**src/rtl/hs_unpack_if.sv**
```systemverilog
// hs_unpack_if: valid/ready stream bundle around the width-down converter.
//   data_in_vld/data_in/data_in_nslice/data_in_rdy : wide word side
//   data_out_vld/data_out/data_out_last/data_out_rdy : narrow slice side
//   master = stream source/sink around the converter, slave = converter.
interface hs_unpack_if #(
    parameter int DATA_IN_WIDTH  = 256,
    parameter int DATA_OUT_WIDTH = 64,
    parameter int log2_RATIO     = 2
);
    logic                      data_in_vld;
    logic [DATA_IN_WIDTH-1:0]  data_in;
    logic [log2_RATIO-1:0]     data_in_nslice;
    logic                      data_in_rdy;
    logic                      data_out_vld;
    logic [DATA_OUT_WIDTH-1:0] data_out;
    logic                      data_out_last;
    logic                      data_out_rdy;

    modport master (
        output data_in_vld, data_in, data_in_nslice, data_out_rdy,
        input  data_in_rdy, data_out_vld, data_out, data_out_last
    );

    modport slave (
        input  data_in_vld, data_in, data_in_nslice, data_out_rdy,
        output data_in_rdy, data_out_vld, data_out, data_out_last
    );
endinterface

```
**src/rtl/hs_unpack.sv**
```systemverilog
// hs_unpack: splits one wide word into DATA_OUT_WIDTH slices, LSB first, one per cycle.
//   clk, rst (async, active-high)
//   bus.slave: data_in_vld/data_in/data_in_nslice -> data_in_rdy,
//              data_out_vld/data_out/data_out_last <- data_out_rdy
module hs_unpack #(
    parameter int DATA_IN_WIDTH  = 256,
    parameter int DATA_OUT_WIDTH = 64,
    parameter int RATIO          = 4,
    parameter int log2_RATIO     = 2
) (
    input logic       clk,
    input logic       rst,
    hs_unpack_if.slave bus
);
    if (DATA_IN_WIDTH != RATIO * DATA_OUT_WIDTH) begin : g_bad_width
        $error("hs_unpack: DATA_IN_WIDTH must equal RATIO*DATA_OUT_WIDTH");
    end

    logic                     buf_vld;
    logic [DATA_IN_WIDTH-1:0] buf_data;
    logic [log2_RATIO-1:0]    buf_last_idx;
    logic [log2_RATIO-1:0]    idx;
    logic                     last;
    logic                     wr_en;
    logic                     rd_en;

    assign last             = buf_vld & (idx == buf_last_idx);
    assign bus.data_out_vld  = buf_vld;
    assign bus.data_out      = buf_data[idx*DATA_OUT_WIDTH +: DATA_OUT_WIDTH];
    assign bus.data_out_last = last;
    // Refill in the same cycle the last slice leaves, so words stream without a bubble.
    assign bus.data_in_rdy   = ~rst & (~buf_vld | (bus.data_out_rdy & last));
    assign wr_en             = bus.data_in_vld & bus.data_in_rdy;
    assign rd_en             = buf_vld & bus.data_out_rdy;

    always_ff @(posedge clk or posedge rst) begin
        if (rst) begin
            buf_vld      <= 1'b0;
            buf_data     <= '0;
            buf_last_idx <= '0;
            idx          <= '0;
        end else if (wr_en) begin
            buf_vld      <= 1'b1;
            buf_data     <= bus.data_in;
            buf_last_idx <= bus.data_in_nslice;
            idx          <= '0;
        end else if (rd_en) begin
            buf_vld <= ~last;
            idx     <= last ? '0 : idx + log2_RATIO'(1);
        end
    end
endmodule

```
**src/flat_wrapper.sv**
```systemverilog
// flat-port wrapper written by rule: the top's interface ports become plain ports
module hs_unpack_flat 
#(
    parameter int DATA_IN_WIDTH  = 256,
    parameter int DATA_OUT_WIDTH = 64,
    parameter int RATIO          = 4,
    parameter int log2_RATIO     = 2
)
  (clk, rst, bus_data_in_vld, bus_data_in, bus_data_in_nslice, bus_data_out_rdy, bus_data_in_rdy, bus_data_out_vld, bus_data_out, bus_data_out_last);
  hs_unpack_if #(.DATA_IN_WIDTH(DATA_IN_WIDTH), .DATA_OUT_WIDTH(DATA_OUT_WIDTH), .log2_RATIO(log2_RATIO)) bus_i ();
  input logic clk;
  input logic rst;
  input wire logic [$bits(bus_i.data_in_vld)-1:0] bus_data_in_vld;
  input wire logic [$bits(bus_i.data_in)-1:0] bus_data_in;
  input wire logic [$bits(bus_i.data_in_nslice)-1:0] bus_data_in_nslice;
  input wire logic [$bits(bus_i.data_out_rdy)-1:0] bus_data_out_rdy;
  output wire logic [$bits(bus_i.data_in_rdy)-1:0] bus_data_in_rdy;
  output wire logic [$bits(bus_i.data_out_vld)-1:0] bus_data_out_vld;
  output wire logic [$bits(bus_i.data_out)-1:0] bus_data_out;
  output wire logic [$bits(bus_i.data_out_last)-1:0] bus_data_out_last;
  assign bus_i.data_in_vld = bus_data_in_vld;
  assign bus_i.data_in = bus_data_in;
  assign bus_i.data_in_nslice = bus_data_in_nslice;
  assign bus_i.data_out_rdy = bus_data_out_rdy;
  assign bus_data_in_rdy = bus_i.data_in_rdy;
  assign bus_data_out_vld = bus_i.data_out_vld;
  assign bus_data_out = bus_i.data_out;
  assign bus_data_out_last = bus_i.data_out_last;
  hs_unpack #(.DATA_IN_WIDTH(DATA_IN_WIDTH), .DATA_OUT_WIDTH(DATA_OUT_WIDTH), .RATIO(RATIO), .log2_RATIO(log2_RATIO)) u_core (.clk(clk), .rst(rst), .bus(bus_i));
endmodule
```
**config.mk**
```make
export PLATFORM = sky130hd
export DESIGN_NAME = hs_unpack_flat
export DESIGN_NICKNAME = d
export VERILOG_FILES = /design/src/rtl/hs_unpack_if.sv /design/src/rtl/hs_unpack.sv /design/src/flat_wrapper.sv
export SDC_FILE = /design/constraint.sdc
export NUM_CORES = 1
export LEC_CHECK = 0
export BUFFER_PORTS_ARGS = -buffer_cell sky130_fd_sc_hd__buf_2
export CELL_PAD_IN_SITES_DETAIL_PLACEMENT = 0
export CELL_PAD_IN_SITES_GLOBAL_PLACEMENT = 1
export CORE_AREA = 5 5 187 189
export CTS_CLUSTER_SIZE = 30
export DETAILED_ROUTE_END_ITERATION = 8
export DIE_AREA = 0 0 192 194
export PLACE_DENSITY = 0.71
export SYNTH_ARGS = -nofsm -noshare
export SYNTH_HDL_FRONTEND = slang
export SYNTH_SLANG_ARGS = --single-unit
```
**constraint.sdc**
```tcl
create_clock -name clk -period 7.5 [get_ports clk]
set_clock_uncertainty 0.05 [all_clocks]
set_input_delay 0.375 -clock clk [delete_from_list [all_inputs] [get_ports clk]]
set_output_delay 0.375 -clock clk [all_outputs]
set_load 0.01 [all_outputs]
```
**After elaboration in Yosys (flattened, before gate mapping)**

Index checks and enable logic that the tools add are counted.

- Register bits: 261
- Input bits: 262
- Output and inout bits: 67
- Logic and storage cells: 22

- Add/subtract/negate cells: 1
- Eq/ne operators: 1
- Shift operators: 1
- Muxes and demuxes: 5
- Bitwise operators: 9
- Reduce and logical (&&, ||, !) cells: 1

Operators by type and width:

| kind | count |
|---|---|
| 256-bit by 9-bit variable part select with 64-bit output | 1 |
| 2-bit 2-to-1 mux | 3 |
| 1-bit AND | 5 |
| 1-bit NOT | 3 |
| 2-bit by 1-bit adder with 2-bit output, second input constant | 1 |
| 2-bit == test | 1 |
| 1-bit 2-to-1 mux | 2 |
| 2-bit nonzero test | 1 |
| 1-bit bitwise OR | 1 |

**Logic depth before layout (Yosys ltp)**

- Depth after elaboration: 7
- Depth in mapped cells: 6
- Mapped depth without buffers: 3

**Least setup slack after synthesis**

No wires, ideal clock.

- Path type: input to register
- Start point: in rst
- End point: reg u_core.buf_vld (netlist: u_core.bus.data_out_vld)
- Setup time: 98 ps
- Arrival: 6408 ps
- Data required time: 7352 ps
- Setup slack: 944 ps
- Stages: 2
- Path through: inv_1 -> a22o_1

- Word-level cells in the longest chain between the ends: 4
- Elaborated cells between the ends (all ways): 5
- Classes of those cells: mux (1); bitwise (3); reduce/logical (1)

RTL lines:

| element | RTL line | RTL |
|---|---|---|
| from (decl) | flat_wrapper.sv:12 | `input logic rst;` |
| 1-bit NOT (*) | hs_unpack.sv:32 | `assign bus.data_in_rdy = ~rst & (~buf_vld \| (bus.data_out_rdy & last));` |
| 1-bit AND (*) | hs_unpack.sv:32 |  |
| 1-bit AND (*) | hs_unpack.sv:33 | `assign wr_en = bus.data_in_vld & bus.data_in_rdy;` |
| 1-bit 2-to-1 mux or 2-bit nonzero test (tied branches) | - |  |
| to (signal assigned) | hs_unpack.sv:48 | `buf_vld <= ~last;` |
| to (decl) | hs_unpack.sv:19 | `logic buf_vld;` |

Every way passes the cells marked *; elsewhere a longest branch is shown, timed or not.
A chain may end at the register's enable or synchronous reset.

**Final worst setup path**

- Start point: reg u_core.idx[0]
- End point: reg u_core.buf_data[84]

- Word-level cells in the longest chain between the ends: 6

RTL lines:

| element | RTL line | RTL |
|---|---|---|
| from (decl) | hs_unpack.sv:22 | `logic [log2_RATIO-1:0] idx;` |
| from (signal assigned) | hs_unpack.sv:49 | `idx <= last ? '0 : idx + log2_RATIO'(1);` |
| 2-bit == test | hs_unpack.sv:27 | `assign last = buf_vld & (idx == buf_last_idx);` |
| 1-bit AND | hs_unpack.sv:27 |  |
| 1-bit AND | hs_unpack.sv:32 |  |
| 1-bit bitwise OR | hs_unpack.sv:32 |  |
| 1-bit AND | hs_unpack.sv:32 |  |
| 1-bit AND | hs_unpack.sv:33 |  |
| to (signal assigned) | hs_unpack.sv:44 | `buf_data <= bus.data_in;` |
| to (decl) | hs_unpack.sv:20 | `logic [DATA_IN_WIDTH-1:0] buf_data;` |

Every way passes these cells.

==> reports/results.txt <==
Status -> finished clean
Tcrit/Tclk final -> 47.1%
Max IR drop VDD -> 0.000213 V
CP required -> 7870 ps
Total Routed Length -> 30500 um
Register area -> 6540 um^2
Most area-hungry cell type in the Yosys netlist -> dfrtp_1
Final Util -> 51.0%
Clock-pin slew on the worst setup and hold paths -> 60 ps
Critical Path Start -> u_core.idx[0]$_DFFE_PP0P_
Sequential share of power -> 39.8%
Area after DPL -> 13300 um^2
Multi-input logic area -> 4500 um^2
Worst flop-to-flop path startpoint -> u_core.idx[0]$_DFFE_PP0P_
Critical path class -> reg -> reg
Fraction of layout cells with a size suffix above 1 -> 40.5%
Internal Dissipation -> 4.45 mW
Setup TNS -> 0 ps
Max Clk Rate -> 283 MHz
Post-DP HPWL -> 19700 um
Crit path time final -> 3530 ps
Setup violators final -> 0
CTS sink count -> 261
Critical Path Fanout Max -> 75
Worst Tran Pin Value -> 1080 ps
Antenna violations before repair -> 5
RSZ-0062 raised after global routing -> no
Synth Register Bits -> 261
TritonCTS clock tree -> done
Rows -> 67
H-tree levels -> 1
Nets -> 1487
Initial core utilization -> 34.3%
Post-DRT Antenna Nets -> 0
Worst Slack Setup Final -> 3970 ps
Vias -> 7845
Die Y -> 194 um
DR pass1 iterations -> 4
Fin. Hold Viols -> 0
Non-filler cells, final -> 1701
CP Data Arrival Time -> 3900 ps
Post-CTS Setup Bufs -> 0
Number of global-route vias before repair -> 8983
Num ports -> 329
Synth top area cells -> dfrtp_1 58%, mux2_1 21%, mux4_2 13%
Area Growth Syn to Fin -> 48.7%
Root Driver -> clkbuf_16
DRT iter0 DRCs -> 211
Placeable Area -> 33100 um^2
Area share of the largest cell type after synthesis -> 57.5%
IO buf count -> 328
Post-synth EDFFs -> 0
Via density -> 4.61
Later-pin clock latency in the skew report -> 540 ps
Placer congestion estimate -> 0.752
Drt wl/cell -> 17.9 um
Clock tree buffer depth -> 3
Placed Cells -> 1389
Largest net degree at the start of global routing -> 83
Sequential area share after synthesis -> 57.5%
Cts bufs inserted -> 30
Post-Syn Area per Cell -> 17.6 um^2
Synthesized Nets -> 909
Fill cells -> 2750
Crit start category -> register
GRT overflow -> 0
Async SR Flop Fraction -> 100%
Mapped cell area -> 11400 um^2
PwrDens -> 382 nW/um^2
Yosys warning total -> 0
Most used DFF post-synth -> dfrtp_1
Maximum capacitance violations -> 0
Overall power -> 6.44 mW
Dpl ws -> 3890 ps
Worst reg-to-reg setup slack -> 3970 ps
DR DRC count -> 0
Switching share of power -> 31.0%
Max_slew headroom -> 28.2%
First-pass GRT wire length -> 48500 um
Final Max Tran Viols -> 0
Crit. End Element -> register
Die W -> 192 um
Full die area -> 37200 um^2
Leak pwr -> 7.56 nW
Gr usage total -> 16.1%
NetSw -> 2.00 mW
Fin Hold WS -> 21.2 ps
Type of the tightest min-delay check -> in -> async
Netlist cell types -> 25
# resized after CTS -> 0
Comb pwr share -> 37.0%
Cell count after synthesis -> 647
Final Cell Area -> 16900 um^2
Clock power frac -> 23.2%
-- Yosys cell counts, types with 2 or more instances --
| cell type | number |
|---|---|
| and3_1 | 2 |
| buf_1 | 2 |
| buf_2 | 17 |
| buf_4 | 13 |
| buf_6 | 11 |
| dfrtp_1 | 261 |
| mux2_1 | 209 |
| mux2_2 | 49 |
| mux4_2 | 64 |
| nand2_1 | 3 |
| xnor2_2 | 2 |
-- power groups by stage --
stage          sequential, mW  clock [mW]  combinational [mW]
5_1_grt                  2.67        1.60                2.59
6_report                 2.56        1.50                2.38
4_1_cts                  2.57        1.55                2.42
2_1_floorplan            2.38           0                1.75
3_5_place_dp             2.59           0                2.31
3_3_place_gp             2.57           0                2.27
-- worst max-delay path, cell delays in order, from the launching register on --
cell and delay [ps]:
dfrtp_4 880, xnor2_2 210, a31oi_4 480, buf_4 460, buf_4 850, mux2_2 420
-- routing by layer --
metal | GRT usage, % | up-vias | share of wire, %
met5 | 0 | - | 0
met4 | 5.84 | 0 | 3.8
met3 | 3.10 | 68 | 5.7
met2 | 28.0 | 233 | 50
met1 | 19.9 | 3951 | 40
li1 | - | 3593 | -
-- area by class of cell --
type,instances,area share [%]
Clock inverter,12,0.837
Multi-Input combinational cell,341,26.7
Sequential cell,261,38.7
Clock buffer,43,5.22
Tap cell,448,3.32
Timing Repair Buffer,590,25.1
Inverter,1,0.0445
Antenna cell,5,0.0741
-- kinds of logic after synthesis --
family | Yosys count | synth area share (%)
mux | 322 | 38.3
simple gates | 11 | 0.540
flops | 261 | 57.5
buf+inv | 45 | 2.83
compound gates | 6 | 0.551
xor+xnor | 2 | 0.286
-- cell usage in the layout, fill, tap and decap left out, types with 2 or more instances in the layout --
| cell | instances |
|---|---|
| buf_2 | 328 |
| xnor2_2 | 2 |
| clkbuf_1 | 6 |
| bufinv_16 | 3 |
| clkinv_2 | 7 |
| diode_2 | 5 |
| mux2_2 | 49 |
| dlygate4sd3_1 | 252 |
| mux2_1 | 209 |
| clkbuf_16 | 31 |
| dfrtp_4 | 2 |
| nand2_1 | 3 |
| clkbuf_8 | 6 |
| dfrtp_1 | 259 |
| mux4_2 | 64 |
| buf_4 | 10 |
| and3_1 | 2 |
| clkinvlp_4 | 2 |
-- sequential cells by signal (all words and copies together), names as in the netlist --
register and count:
u_core.buf_last_idx 2, u_core.bus.data_out_vld 1, u_core.buf_data 256, u_core.idx 2
-- path summary, 6_finish.rpt --
path	cells past startpoint	to
min in group clk	2	u_core.buf_data[98]$_DFFE_PP0P_
hold reg to reg	1	u_core.buf_data[166]$_DFFE_PP0P_
setup / recovery	5	u_core.buf_data[84]$_DFFE_PP0P_
hold / removal	3	u_core.buf_data[51]$_DFFE_PP0P_
max in group asynchronous	4	u_core.buf_data[208]$_DFFE_PP0P_
setup reg to reg	5	u_core.buf_data[84]$_DFFE_PP0P_
-- repair_timing --
item	4_1_cts	5_1_grt
hold buffers	252	0
endpoints found under the hold margin	252	0
endpoints found under the setup margin	0	0
No activity file was read; power rests on OpenSTA's default activity.
